### src/rtl/ppu_types_pkg.sv
// Shared PPU types and scanline timing constants.
package ppu_types_pkg;

  typedef enum logic [1:0] {
    MODE_HBLANK = 2'd0,
    MODE_VBLANK = 2'd1,
    MODE_OAM    = 2'd2,
    MODE_XFER   = 2'd3
  } ppu_mode_t;

  localparam logic [8:0] DOTS_PER_LINE = 9'd456;
  localparam logic [8:0] OAM_DOTS      = 9'd80;
  localparam logic [7:0] VISIBLE_LINES = 8'd144;
  localparam logic [7:0] TOTAL_LINES   = 8'd154;

  localparam logic [8:0] LAST_DOT  = DOTS_PER_LINE - 9'd1;
  localparam logic [8:0] FLUSH_DOT = OAM_DOTS - 9'd1;
  localparam logic [7:0] LAST_LINE = TOTAL_LINES - 8'd1;

endpackage

### src/rtl/ppu_stat_irq_gen.sv
// STAT interrupt source evaluation and edge detection.
// PPU_STAT_BLOCKING_EN selects DMG-style edge detection on the OR of all sources.
module ppu_stat_irq_gen
  import ppu_types_pkg::*;
(
  input  logic       clk,
  input  logic       reset,
  input  logic       clear,
  input  ppu_mode_t  mode_next,
  input  logic       lyc_match_next,
  input  logic [3:0] stat_sel,
  output logic       stat_irq
);

  logic [3:0] src_d, src_q;
  logic       irq_d, irq_q;

  // Sources are evaluated on next-cycle mode/ly so the pulse lines up with them.
  always_comb begin
    src_d = '0;
    irq_d = 1'b0;
    if (!clear) begin
      src_d[0] = (mode_next == MODE_HBLANK) & stat_sel[0];
      src_d[1] = (mode_next == MODE_VBLANK) & stat_sel[1];
      src_d[2] = (mode_next == MODE_OAM)    & stat_sel[2];
      src_d[3] = lyc_match_next             & stat_sel[3];
`ifdef PPU_STAT_BLOCKING_EN
      irq_d = (|src_d) & ~(|src_q);
`else
      irq_d = |(src_d & ~src_q);
`endif
    end
  end

  always_ff @(posedge clk or posedge reset) begin
    if (reset) begin
      src_q <= '0;
      irq_q <= 1'b0;
    end else begin
      src_q <= src_d;
      irq_q <= irq_d;
    end
  end

  assign stat_irq = irq_q;

endmodule

### src/rtl/ppu_mode_sequencer.sv
// Dot/scanline timing controller: OAM scan, transfer, HBlank, VBlank sequencing.
// Build option PPU_STAT_BLOCKING_EN is handled inside ppu_stat_irq_gen.
module ppu_mode_sequencer
  import ppu_types_pkg::*;
(
  input  logic       clk,
  input  logic       reset,
  input  logic       lcd_en,
  input  logic       line_done,
  input  logic [3:0] stat_sel,
  input  logic [7:0] lyc,
  output logic [1:0] mode,
  output logic [7:0] ly,
  output logic [8:0] dot,
  output logic       oam_scan_en,
  output logic       flush,
  output logic       pixel_transfer_en,
  output logic       lyc_match,
  output logic       vblank_irq,
  output logic       stat_irq,
  output logic       frame_start,
  output logic       xfer_overrun
);

  ppu_mode_t  state_q, state_d;
  logic       active_q, active_d;
  logic [8:0] dot_q, dot_d;
  logic [7:0] ly_q, ly_d;
  logic       flush_q, flush_d;
  logic       vblank_q, vblank_d;
  logic       frame_start_q, frame_start_d;
  logic       overrun_q, overrun_d;
  logic       wrap;

  always_comb begin
    state_d       = state_q;
    active_d      = active_q;
    dot_d         = dot_q;
    ly_d          = ly_q;
    flush_d       = 1'b0;
    vblank_d      = 1'b0;
    frame_start_d = 1'b0;
    overrun_d     = overrun_q;
    wrap          = (dot_q == LAST_DOT);

    if (!lcd_en) begin
      state_d   = MODE_HBLANK;
      active_d  = 1'b0;
      dot_d     = '0;
      ly_d      = '0;
      overrun_d = 1'b0;
    end else if (!active_q) begin
      active_d      = 1'b1;
      state_d       = MODE_OAM;
      dot_d         = '0;
      ly_d          = '0;
      frame_start_d = 1'b1;
    end else begin
      dot_d = wrap ? '0 : dot_q + 9'd1;
      if (wrap) ly_d = (ly_q == LAST_LINE) ? '0 : ly_q + 8'd1;

      unique case (state_q)
        MODE_OAM: begin
          if (dot_q == FLUSH_DOT) state_d = MODE_XFER;
        end
        MODE_XFER, MODE_HBLANK: begin
          // An unfinished transfer at the wrap abandons the line like HBlank does.
          if (wrap) begin
            state_d  = (ly_d < VISIBLE_LINES) ? MODE_OAM : MODE_VBLANK;
            vblank_d = (ly_d == VISIBLE_LINES);
          end else if (state_q == MODE_XFER && line_done) begin
            state_d = MODE_HBLANK;
          end
        end
        MODE_VBLANK: begin
          if (wrap && ly_d == '0) begin
            state_d       = MODE_OAM;
            frame_start_d = 1'b1;
          end
        end
      endcase

      flush_d = (state_d == MODE_OAM) && (dot_d == FLUSH_DOT);
      if (state_d == MODE_XFER && dot_d == LAST_DOT) overrun_d = 1'b1;
    end
  end

  always_ff @(posedge clk or posedge reset) begin
    if (reset) begin
      state_q       <= MODE_HBLANK;
      active_q      <= 1'b0;
      dot_q         <= '0;
      ly_q          <= '0;
      flush_q       <= 1'b0;
      vblank_q      <= 1'b0;
      frame_start_q <= 1'b0;
      overrun_q     <= 1'b0;
    end else begin
      state_q       <= state_d;
      active_q      <= active_d;
      dot_q         <= dot_d;
      ly_q          <= ly_d;
      flush_q       <= flush_d;
      vblank_q      <= vblank_d;
      frame_start_q <= frame_start_d;
      overrun_q     <= overrun_d;
    end
  end

  ppu_stat_irq_gen u_stat_irq_gen (
    .clk            (clk),
    .reset          (reset),
    .clear          (!lcd_en),
    .mode_next      (state_d),
    .lyc_match_next (ly_d == lyc),
    .stat_sel       (stat_sel),
    .stat_irq       (stat_irq)
  );

  assign mode              = state_q;
  assign ly                = ly_q;
  assign dot               = dot_q;
  assign oam_scan_en       = (state_q == MODE_OAM);
  assign flush             = flush_q;
  assign pixel_transfer_en = (state_q == MODE_XFER) && !line_done;
  assign lyc_match         = (ly_q == lyc);
  assign vblank_irq        = vblank_q;
  assign frame_start       = frame_start_q;
  assign xfer_overrun      = overrun_q;

endmodule
### config.mk
export PLATFORM = sky130hd
export DESIGN_NAME = ppu_mode_sequencer
export DESIGN_NICKNAME = d
export VERILOG_FILES = /design/src/rtl/ppu_types_pkg.sv /design/src/rtl/ppu_stat_irq_gen.sv /design/src/rtl/ppu_mode_sequencer.sv
export SDC_FILE = /design/constraint.sdc
export NUM_CORES = 1
export LEC_CHECK = 0
export ABC_AREA = 1
export CAP_MARGIN = 20
export CORE_MARGIN = 3
export CORE_UTILIZATION = 45
export DETAILED_ROUTE_END_ITERATION = 7
export PLACE_DENSITY_LB_ADDON = 0.25
export SYNTH_ARGS = -nofsm -noshare
export SYNTH_HDL_FRONTEND = slang
export SYNTH_SLANG_ARGS = --single-unit
export TNS_END_PERCENT = 10
### constraint.sdc
create_clock -name clk -period 3.4 [get_ports clk]
set_clock_uncertainty 0.2 [all_clocks]
set_input_delay 1.02 -clock clk [delete_from_list [all_inputs] [get_ports clk]]
set_output_delay 1.02 -clock clk [all_outputs]
set_load 0.01 [all_outputs]
Yosys cells after proc, flatten, opt, wreduce, memory -nomap -nowiden
Cells that the tools add are included.
{ "word_totals": {"register_bits": 29, "inputBits": 16, "output_inout_bits": 27} }
{ "op_classes": {"addsub": 2, "order_cmp": 1, "eq_ne": 17, "mux": 35, "bitwise": 6, "reduce_logical": 12} }
{ "ops": {"columns": ["cell", "count"], "rows": [
  ["8-bit two-way mux", 6],
  ["9-bit two-way mux", 3],
  ["9-bit by 7-bit equality test with 1-bit output (second input constant)", 2],
  ["9-bit equality test (second input constant)", 2],
  ["2-bit two-way mux", 9],
  ["8-bit equality test", 2],
  ["8-bit equality test (second input constant)", 2],
  ["1-bit two-way mux", 15],
  ["2-bit equality test (second input constant)", 5],
  ["9-bit by 1-bit adder with 9-bit output (second input constant)", 1],
  ["8-bit by 1-bit adder with 8-bit output (second input constant)", 1],
  ["8-bit logical NOT", 1],
  ["8-bit less-than comparator (second input constant)", 1],
  ["2-bit case mux with 3 select lines", 1],
  ["1-bit logical AND", 5],
  ["1-bit AND", 4],
  ["4-bit AND", 1],
  ["2-bit by 1-bit equality test with 1-bit output (second input constant)", 2],
  ["2-bit logical NOT", 2],
  ["4-bit two-way mux", 1],
  ["2-bit by 1-bit inequality test with 1-bit output (second input constant)", 2],
  ["4-bit NOT", 1],
  ["4-bit OR reduction", 1],
  ["2-bit AND reduction", 1],
  ["2 further kinds", 2]
]} }

Logic depth before layout (Yosys ltp)
Gate-level depths: netlist of run 1.
{ "depth": {"ltp_word": 18, "mapped_depth": 20} }

Modules after synthesis
Synthesis of run 1 repeated with hierarchy kept, for this count alone.
{ "hier_totals": {"hier_cells": 299, "hier_area_um2": 2119.5} }
{ "by_module_without_submodules": {"columns": ["module", "instances", "cells_each", "area_each_um2"], "rows": [
  ["ppu_mode_sequencer", 1, 271, 1900.6],
  ["ppu_stat_irq_gen", 1, 28, 219.0]
]} }

Worst setup path before layout of run 1
OpenSTA, ideal clock, no wires.
{ "synth_path": {"path_kind": "in2out", "from": "input lyc[4]", "to": "output lyc_match", "t_arrival_ps": 1418, "required_time_ps": 2180, "slack_ps": 762, "cell_stages": 3, "n_path_buf": 0, "path_cell_list": "xnor2_1 nand4_1 nor2_1"} }
{ "synth_between": {"elab_chain_cells": 1} }
{ "synth_lines": {"columns": ["item", "line", "rtl"], "rows": [
  ["start: declaration", "ppu_mode_sequencer.sv:11", "input logic [7:0] lyc,"],
  ["8-bit equality test", "ppu_mode_sequencer.sv:126", "assign lyc_match = (ly_q == lyc);"],
  ["end: declaration", "ppu_mode_sequencer.sv:18", "output logic lyc_match,"]
]} }
Every way passes these cells.

Worst setup path after layout of run 1
{ "layout_path": {"from": "input line_done", "to": "output pixel_transfer_en"} }
{ "layout_between": {"elab_chain_cells": 2} }
{ "layout_lines": {"columns": ["item", "line", "rtl"], "rows": [
  ["start: declaration", "ppu_mode_sequencer.sv:9", "input logic line_done,"],
  ["1-bit logical NOT", "ppu_mode_sequencer.sv:125", "assign pixel_transfer_en = (state_q == MODE_XFER) && !line_done;"],
  ["1-bit logical AND", "ppu_mode_sequencer.sv:125", null],
  ["end: declaration", "ppu_mode_sequencer.sv:17", "output logic pixel_transfer_en,"]
]} }
Every way passes these cells.

==> results of run 1 <==
[how the worst min path moves through the flow]
stage / cells after the start / end / from
4_1_cts: 1 / dot[0]$_DFF_PP0_ / dot[0]$_DFF_PP0_
3_5_place_dp: 2 / xfer_overrun$_DFFE_PP0P_ / xfer_overrun$_DFFE_PP0P_
6_report: 1 / dot[0]$_DFF_PP0_ / dot[0]$_DFF_PP0_
3_3_place_gp: 2 / xfer_overrun$_DFFE_PP0P_ / xfer_overrun$_DFFE_PP0P_
5_1_grt: 1 / dot[0]$_DFF_PP0_ / dot[0]$_DFF_PP0_
2_1_floorplan: 1 / frame_start$_DFF_PP0_ / active_q$_DFF_PP0_
[what timing repair did]
item,in CTS,in global routing
gates resized for setup,1,2
setup buffers,0,0
endpoints found under the setup margin,1,1
pin swaps,0,0
cloned,0,0
[stage by stage]
step	utilization	instances	setup TNS, ns	power, mW
after CTS	0.6213	397	0	0.8511
after detailed placement	0.5954	389	-0.2427	0.4735
after global routing	0.6205	397	0	0.8773
after global placement	0.5954	389	-0.2350	0.4718
final	0.6205	397	0	0.8415
after floorplan	-	289	0	0.4193
[logic make-up (layout without fill, tap and decap cells)]
logic type               Yosys count  after routing  share of synthesized area
adder cells (fa/ha/maj)            6              6                    0.03559
flip-flops                        29             29                     0.3440
buffers and inverters             48            104                    0.08956
AO/OA/AOI/OAI                     17             17                    0.04745
XOR/XNOR                          14             14                    0.05813
AND/OR/NAND/NOR                  175            175                     0.4253
[flip-flops by register name (all words and copies together) (netlist names)]
name / flops
frame_start: 1
dot: 9
ly: 8
active_q: 1
vblank_irq: 1
u_stat_irq_gen.src_q: 4
flush: 1
u_stat_irq_gen.stat_irq: 1
mode: 2
xfer_overrun: 1
[layout make-up]
type	instances	share of cell area
Multi-Input combinational cell	212	0.4333
Sequential cell	29	0.2632
Timing Repair Buffer	52	0.1779
Inverter	44	0.05989
Clock buffer	7	0.03131
Tap cell	52	0.02359
Clock inverter	1	0.01089
[power by group]
part           switching [mW]  total, mW  internal, mW
combinational          0.0549      0.109        0.0543
clock                   0.136      0.375         0.239
sequential            0.00622      0.358         0.352
[cells in the final DEF, fill, tap and decap left out, drive strengths merged]
cell type / synthesis / layout
clkbuf: 1 / 8
xor2: 2 / 2
a21boi: 1 / 1
bufinv: 0 / 1
clkdlybuf4s50: 0 / 41
nor3: 11 / 11
a31oi: 1 / 1
nand3b: 2 / 2
o31ai: 1 / 1
or2: 1 / 1
nand4: 13 / 13
o21ai: 8 / 8
o211ai: 2 / 2
buf: 3 / 10
nor2: 47 / 47
nor4b: 2 / 2
nor4: 2 / 2
nand3: 24 / 24
xnor2: 12 / 12
dfrtp: 29 / 29
nand2: 73 / 73
inv: 44 / 44
a21oi: 4 / 4
ha: 6 / 6
[worst max-delay path, stage by stage]
cell and delay, ns:
clkdlybuf4s50_1 0.42, nor2_1 0.12, clkdlybuf4s50_1 0.54
[routing by layer]
metal	wire (um)	track usage
met5	0	0
met4	48	0.05929
met3	316	0.04054
met2	2469	0.3405
met1	2352	0.2707
==> results.yml, run 1 <==
run_status:
  run_status: "finished clean"
place:
  dp_slack_ns: -0.2427
  globalplace.congestion: 0.8903
  hpwlAfterDp_mm: 3.984
  placed_area_um2: 2646
  io_buffers: 42
synth:
  syn_nets: 311
  synth_edf_count: 0
  yosysSeqAreaShare: 0.3440
  ys_top_cells_by_count: "nand2_1 (61), inv_1 (41), nor2_1 (38), dfrtp_1 (29), nand3_1 (19)"
  yosysMostFrequentCell: "nand2_1"
  synth_area_um2: 2110
  avgSynthCellArea_um2: 7.299
  ys_warn_count: 0
  syn_inst: 289
  async_flop_share: 1.000
  synth_flop_cell: "dfrtp_1"
  netlist-cell-type-count: 34
  synth.area.top_cells: "dfrtp_1 (34%), nand2_1 (11%), inv_1 (7.3%)"
  yosysTopAreaCellShare: 0.3440
  synth_top_cell_by_area: "dfrtp_1"
  ys_ff_latch: 29
critical_path:
  critPathLaunch: "line_done"
  critPathKind: "in -> out"
  critPathMaxFanout: 2
  r2r_slack_ns: 0.74
  r2r_cells: 9
  cp-endpoint: "pixel_transfer_en"
  critPathLaunchType: "input port"
  r2r_start: "dot[0]$_DFF_PP0_"
  cp_data_arrival_time_ns: 2.10
  worst_r2r_endpoint: "flush$_DFF_PP0_"
  required_ns: 2.18
  endpoint_kind: "output port"
floorplanning:
  die_area_um2: 5545
  die_h_um: 74.47
  die_x_um: 74.47
  num_rows: 24
  coreArea_um2: 4444
  initial_core_util: 0.4747
  io_pins: 43
cts:
  h-tree-depth: 2
  root_buffer: "clkbuf_8"
  cts_sinks: 29
  insertion_delay_ns: 0.28
  cts_buffers: 5
  cts_hold_buf: 0
  cts_tree: "built"
  clkTransAtPathRegs_ns: 0.06
  clk_path_buf_depth: 2
drt:
  routedWlPerCell_um: 13.07
  initialDrtViolationCount: 110
  drt_first_pass_iters: 4
  vias: 2013
  drc_errors: 0
  via_per_inst: 5.071
  routed_wl_mm: 5.188
  drtAntennaViolNets: 0
global_route:
  grt.overflow.total: 0
  grt_pass1_wl_mm: 8.756
  grt_antenna_before_repair: 0
  grt_pass1_vias: 1963
  grt_use_total: 0.2048
  grt_max_degree: 30
pwr:
  power_density_nw_per_um2: 305.1
  ir_drop_uv: 257.6
  p_leak_nw: 1.285
sta:
  finalSetupViolCount: 0
  fin_crit_sh: 0.9766
  timing.fmax_mhz: 301.2
  hold_viol: 0
  worstMarginPinSlew_ns: 0.6097
  relSlewSlack: 0.5898
  maxSlewViolCount: 0
  grt_setup_unrepaired: "no"
  setup_ws_ns: 0.07950
  hold-worst-slack_ns: 0.3452
  post-route-min-period_ns: 3.321
finish:
  final_cell_area_um2: 2758
  drive_gt1_frac: 0.1507
  fill_cells: 431
  num-nets-final: 366
  area_delta_synth_final_pct: 30.72
  multi_input_area_um2: 1195
  n_antenna_cell: 0
  seqCellArea_um2: 725.7
hold_path:
  hp-class: "reg -> reg"
job:
  cap_violations: 0
No activity file was read; power rests on OpenSTA's default activity.
==> run 2, diff against run 1 <==
CELL_PAD_IN_SITES_DETAIL_PLACEMENT = 1   (was not set)
CELL_PAD_IN_SITES_GLOBAL_PLACEMENT = 2   (was not set)
CORE_UTILIZATION = 31   (was 45)
MAX_ROUTING_LAYER = met4   (was not set)
==> run 2 against run 1 <==
Count of clock-buffer cells in the layout is the same. Setup slack lost 0.0039 ns. Worst hold slack lost 0.036 ns. Combinational power is essentially flat. Sequential cell count is the same. First-iteration DRC count shrank 11%. Utilization shrank 19 points. Global-route usage shrank 2.6 points.
==> results.yml, run 2 (synthesized netlist as in run 1, its figures left out) <==
cts:
  cts_hold_buf: 0
  cts_buffers: 5
  root_buffer: "clkbuf_8"
  insertion_delay_ns: 0.28
  cts_sinks: 29
  cts_tree: "built"
  h-tree-depth: 2
  postCtsSetupBuffers: 0
  clk_path_buf_depth: 2
  clkTransAtPathRegs_ns: 0.06
finish:
  final_cell_area_um2: 2766
  n_antenna_cell: 0
  final_common_cell: "nand2_1"
  area_delta_synth_final_pct: 31.14
  num-nets-final: 367
  final_cell_mix: "nand2_1 (61), inv_1 (41), clkdlybuf4s50_1 (41)"
  largest_reg_flops: 9
  fin_cells: 422
  fill_cells: 805
  drive_gt1_frac: 0.1507
critical_path:
  critPathKind: "in -> out"
  endpoint_kind: "output port"
  critPathLaunch: "line_done"
  critPathLaunchType: "input port"
  critPathMaxFanout: 2
  cp_data_arrival_time_ns: 2.10
  r2r_slack_ns: 0.69
  required_ns: 2.18
  r2r_start: "dot[0]$_DFF_PP0_"
global_route:
  grt_use_total: 0.1788
  grt_antenna_before_repair: 0
  grt_pass1_wl_mm: 10.37
  grt.overflow.total: 0
  grt_pass1_vias: 2124
  grt_max_degree: 30
sta:
  hold_viol: 0
  relSlewSlack: 0.7370
  timing.fmax_mhz: 300.8
  maxSlewViolCount: 0
  post-route-min-period_ns: 3.324
  worstMarginPinSlew_ns: 0.3945
  tns_ns: 0
  finalSetupViolCount: 0
  grt_setup_unrepaired: "no"
  fin_crit_sh: 0.9778
pwr:
  p_leak_nw: 1.276
  power_density_nw_per_um2: 276.0
  ir_drop_uv: 158.4
drt:
  via_per_inst: 4.770
  drc_errors: 0
  drtAntennaViolNets: 0
  routed_wl_mm: 6.213
  routedWlPerCell_um: 14.72
  initialDrtViolationCount: 98
  drt_first_pass_iters: 4
  vias: 2013
hold_path:
  hold_start: "xfer_overrun$_DFFE_PP0P_"
  hp-class: "reg -> reg"
place:
  dp_cells: 415
  globalplace.congestion: 0.7540
  io_buffers: 42
  hpwlAfterDp_mm: 4.989
  placed_area_um2: 2685
floorplanning:
  coreArea_um2: 6459
  io_pins: 43
  die_h_um: 88.49
  num_rows: 29
  die_area_um2: 7830
  initial_core_util: 0.3266
  die_x_um: 88.49
job:
  cap_violations: 0
run_status:
  run_status: "finished clean"
==> run 2: layout make-up <==
| cell class | instances | area, um2 | area share |
|---|---|---|---|
| tap | 77 | 96.34 | 0.03483 |
| sequential | 29 | 725.7 | 0.2623 |
| clock buffer | 7 | 86.33 | 0.03121 |
| inverter | 44 | 165.2 | 0.05970 |
| multi-input combinational | 212 | 1195 | 0.4319 |
| timing repair buffer | 53 | 498.0 | 0.1800 |
==> run 2: metal layers <==
metal / GRT usage / wire [um]
met1: 0.2350 / 3036
met2: 0.2842 / 2961
met3: 0.03073 / 141
met4: 0.04945 / 73
met5: - / 0
==> run 2: final timing paths <==
check                                                          to  depth (start not counted)
worst min register to register           xfer_overrun$_DFFE_PP0P_                          2
worst max-delay path                            pixel_transfer_en                          3
worst min-delay path                     xfer_overrun$_DFFE_PP0P_                          2
max in group asynchronous                        dot[4]$_DFF_PP0_                          3
min in group asynchronous                         ly[5]$_DFF_PP0_                          3
worst max register to register  u_stat_irq_gen.stat_irq$_DFF_PP0_                         18
==> run 2: metrics by stage <==
| step | hold WS [ns] | power [mW] | utilization | setup WS (ns) |
|---|---|---|---|---|
| floorplan | 0.3201 | 0.4193 | - | 0.7619 |
| global placement | 0.3002 | 0.4748 | 0.4157 | -0.2086 |
| detailed placement | 0.3000 | 0.4765 | 0.4157 | -0.2318 |
| CTS | 0.3140 | 0.7745 | 0.4289 | 0.03415 |
| global route | 0.3572 | 0.8064 | 0.4283 | 0.04272 |
| finish | 0.3090 | 0.7634 | 0.4283 | 0.07558 |
==> run 2: worst max-delay path, cell delays in order <==
cell             delay [ns]
clkdlybuf4s50_1        0.41
nor2_1                 0.12
clkdlybuf4s50_1        0.55
==> run 2: timing repair <==
item | 4_1_cts | 5_1_grt
gates cloned | 0 | 0
setup endpoints to repair | 1 | 1
resized for setup | 1 | 2
pin swaps | 0 | 0
==> run 2: where the power goes <==
part,switching [mW],internal [mW]
combinational,0.0564,0.0543
clock,0.135,0.160
sequential,0.00600,0.352
==> run 3, diff against run 2 <==
REMOVE_ABC_BUFFERS = 1   (was not set)
SLEW_MARGIN = 20   (was not set)
SYNTH_HIERARCHICAL = 1   (was not set)
==> run 3 against run 2 <==
Die area is 0.44% higher. Utilization increased by 0.51 points. Setup slack got worse by 0.037 ns. Final cell count rose by 3.1%. Worst hold slack got worse by 0.0037 ns. Maximum frequency fell by 1.1%. Via count rose by 4.0%. Routed wire length is 2.4% higher. Count of clock-buffer cells in the layout did not move. Critical path type unchanged. Sequential power hardly changed. Final area grew 1.8%. Critical endpoint is now lyc_match. Largest power group is now the clock network. Clock power rose by 26%.
==> results.yml, run 3 <==
cts:
  clkTransAtPathRegs_ns: 0.06
  cts_buffers: 5
  cts_hold_buf: 0
  cts_tree: "built"
  insertion_delay_ns: 0.28
  postCtsSetupBuffers: 0
  root_buffer: "clkbuf_8"
  clk_path_buf_depth: 2
  cts_sinks: 29
  h-tree-depth: 2
drt:
  met1_length_mm: 3.113
  vias: 2094
  route.met3.wl_um: 200
  routed_wl_mm: 6.365
  wl_met2_mm: 2.927
  drc_errors: 0
  initialDrtViolationCount: 80
  drt_first_pass_iters: 4
  drtAntennaViolNets: 0
  via_per_inst: 4.814
  routedWlPerCell_um: 14.63
  top_layer_used: "met4"
synth:
  yosysSeqAreaShare: 0.3424
  synth_top_cell_by_area: "dfrtp_1"
  synth.area.top_cells: "dfrtp_1 (34%), nand2_1 (13%), nor2_1 (8.5%)"
  yosysMostFrequentCell: "nand2_1"
  synth_flop_cell: "dfrtp_1"
  ys_warn_count: 6
  netlist-cell-type-count: 30
  syn_inst: 299
  ys_top_cells_by_count: "nand2_1 (74), nor2_1 (48), inv_1 (39), dfrtp_1 (29), nand3_1 (18)"
  synth_edf_count: 0
  synth_area_um2: 2120
  avgSynthCellArea_um2: 7.089
  async_flop_share: 1.000
  yosysTopAreaCellShare: 0.3424
  ys_ff_latch: 29
run_status:
  run_status: "finished clean"
finish:
  n_antenna_cell: 0
  num-nets-final: 379
  final_cell_mix: "nand2_1 (74), nor2_1 (48), clkdlybuf4s50_1 (41)"
  multi_input_area_um2: 1202
  fin_cells: 435
  largest_reg_flops: 9
  drive_gt1_frac: 0.1648
  final_cell_area_um2: 2815
  final_common_cell: "nand2_1"
  seqCellArea_um2: 725.7
  area_delta_synth_final_pct: 32.82
  fill_cells: 829
sta:
  finalSetupViolCount: 0
  hold-worst-slack_ns: 0.3053
  grt_setup_unrepaired: "yes"
  hold_viol: 0
  timing.fmax_mhz: 297.5
  post-route-min-period_ns: 3.361
  setup_ws_ns: 0.03873
  relSlewSlack: 0.7639
  worstMarginPinSlew_ns: 0.3541
  fin_crit_sh: 0.9886
  maxSlewViolCount: 0
global_route:
  grt.overflow.total: 0
  grt_max_degree: 25
  grt_pass1_vias: 2243
  grt_pass1_wl_mm: 10.95
  grt_antenna_before_repair: 0
  grt_use_total: 0.1859
floorplanning:
  num_rows: 29
  die_h_um: 88.69
  coreArea_um2: 6495
  initial_core_util: 0.3263
  die_x_um: 88.69
  die_area_um2: 7865
  io_pins: 43
place:
  dp_slack_ns: -0.3872
  hpwlAfterDp_mm: 5.216
  globalplace.congestion: 0.8061
  io_buffers: 42
  placed_area_um2: 2700
  dp_cells: 427
critical_path:
  critPathKind: "in -> out"
  cp_data_arrival_time_ns: 2.14
  critPathMaxFanout: 2
  required_ns: 2.18
  endpoint_kind: "output port"
  critPathLaunchType: "input port"
  r2r_slack_ns: 0.36
  r2r_cells: 17
pwr:
  power_density_nw_per_um2: 297.1
  total_power_mw: 0.8363
  p_leak_nw: 1.251
  ir_drop_uv: 214.3
hold_path:
  hold_depth: 2
  hp-class: "reg -> reg"
job:
  cap_violations: 0
## run 3: kinds of logic (layout without fill, tap and decap cells)
logic type      count (synthesis)  count (layout)  synth area share
simple gates                  188             188            0.4280
buf+inv                        46             105           0.09209
flops                          29              29            0.3424
compound gates                 17              17           0.04841
xor+xnor                       13              13           0.05372
fa+ha+maj                       6               6           0.03542
## run 3: what timing repair did
action / CTS / global route
setup endpoints to repair: 1 / 2
hold endpoints to repair: 0 / 0
resized for setup: 5 / 1
## run 3: worst max-delay path, cell delays in order
cell and delay, ns:
clkdlybuf4s50_1 0.43, xnor2_1 0.21, nand4_1 0.14, nor4_1 0.16, buf_2 0.17
## run 3: power breakdown
group / total (mW) / internal [mW] / switching, mW
Clock: 0.371 / 0.239 / 0.133
Combinational: 0.107 / 0.0527 / 0.0543
Sequential: 0.358 / 0.351 / 0.00668
Total: 0.836 / 0.643 / 0.193
## run 3: layout make-up
cell class | count | share of cell area
Clock buffer | 7 | 0.03067
Multi-Input combinational cell | 224 | 0.4271
Tap cell | 77 | 0.03422
Sequential cell | 29 | 0.2578
Timing Repair Buffer | 56 | 0.1849
Inverter | 41 | 0.05467
Clock inverter | 1 | 0.01067
## run 3: worst paths after layout
check	endpoint	from
worst min register to register	xfer_overrun$_DFFE_PP0P_	xfer_overrun$_DFFE_PP0P_
worst min-delay path	xfer_overrun$_DFFE_PP0P_	xfer_overrun$_DFFE_PP0P_
max in group asynchronous	mode[1]$_DFF_PP0_	reset
worst max-delay path	lyc_match	lyc[7]
min in group asynchronous	u_stat_irq_gen/stat_irq$_DFF_PP0_	reset
worst max register to register	u_stat_irq_gen/stat_irq$_DFF_PP0_	dot[0]$_DFF_PP0_
## run 3: per-layer routing
metal / vias up / global-route usage
li1: 1050 / -
met1: 993 / 0.2396
met2: 39 / 0.2989
met3: 12 / 0.02793
met4: 0 / 0.05907
met5: - / -
## run 3: through the flow
stage                     setup TNS [ns]  utilization
after floorplan                        0            -
after global placement           -0.3799       0.4157
after detailed placement         -0.3872       0.4157
after CTS                              0       0.4329
after global routing            -0.01189       0.4334
final                                  0       0.4334
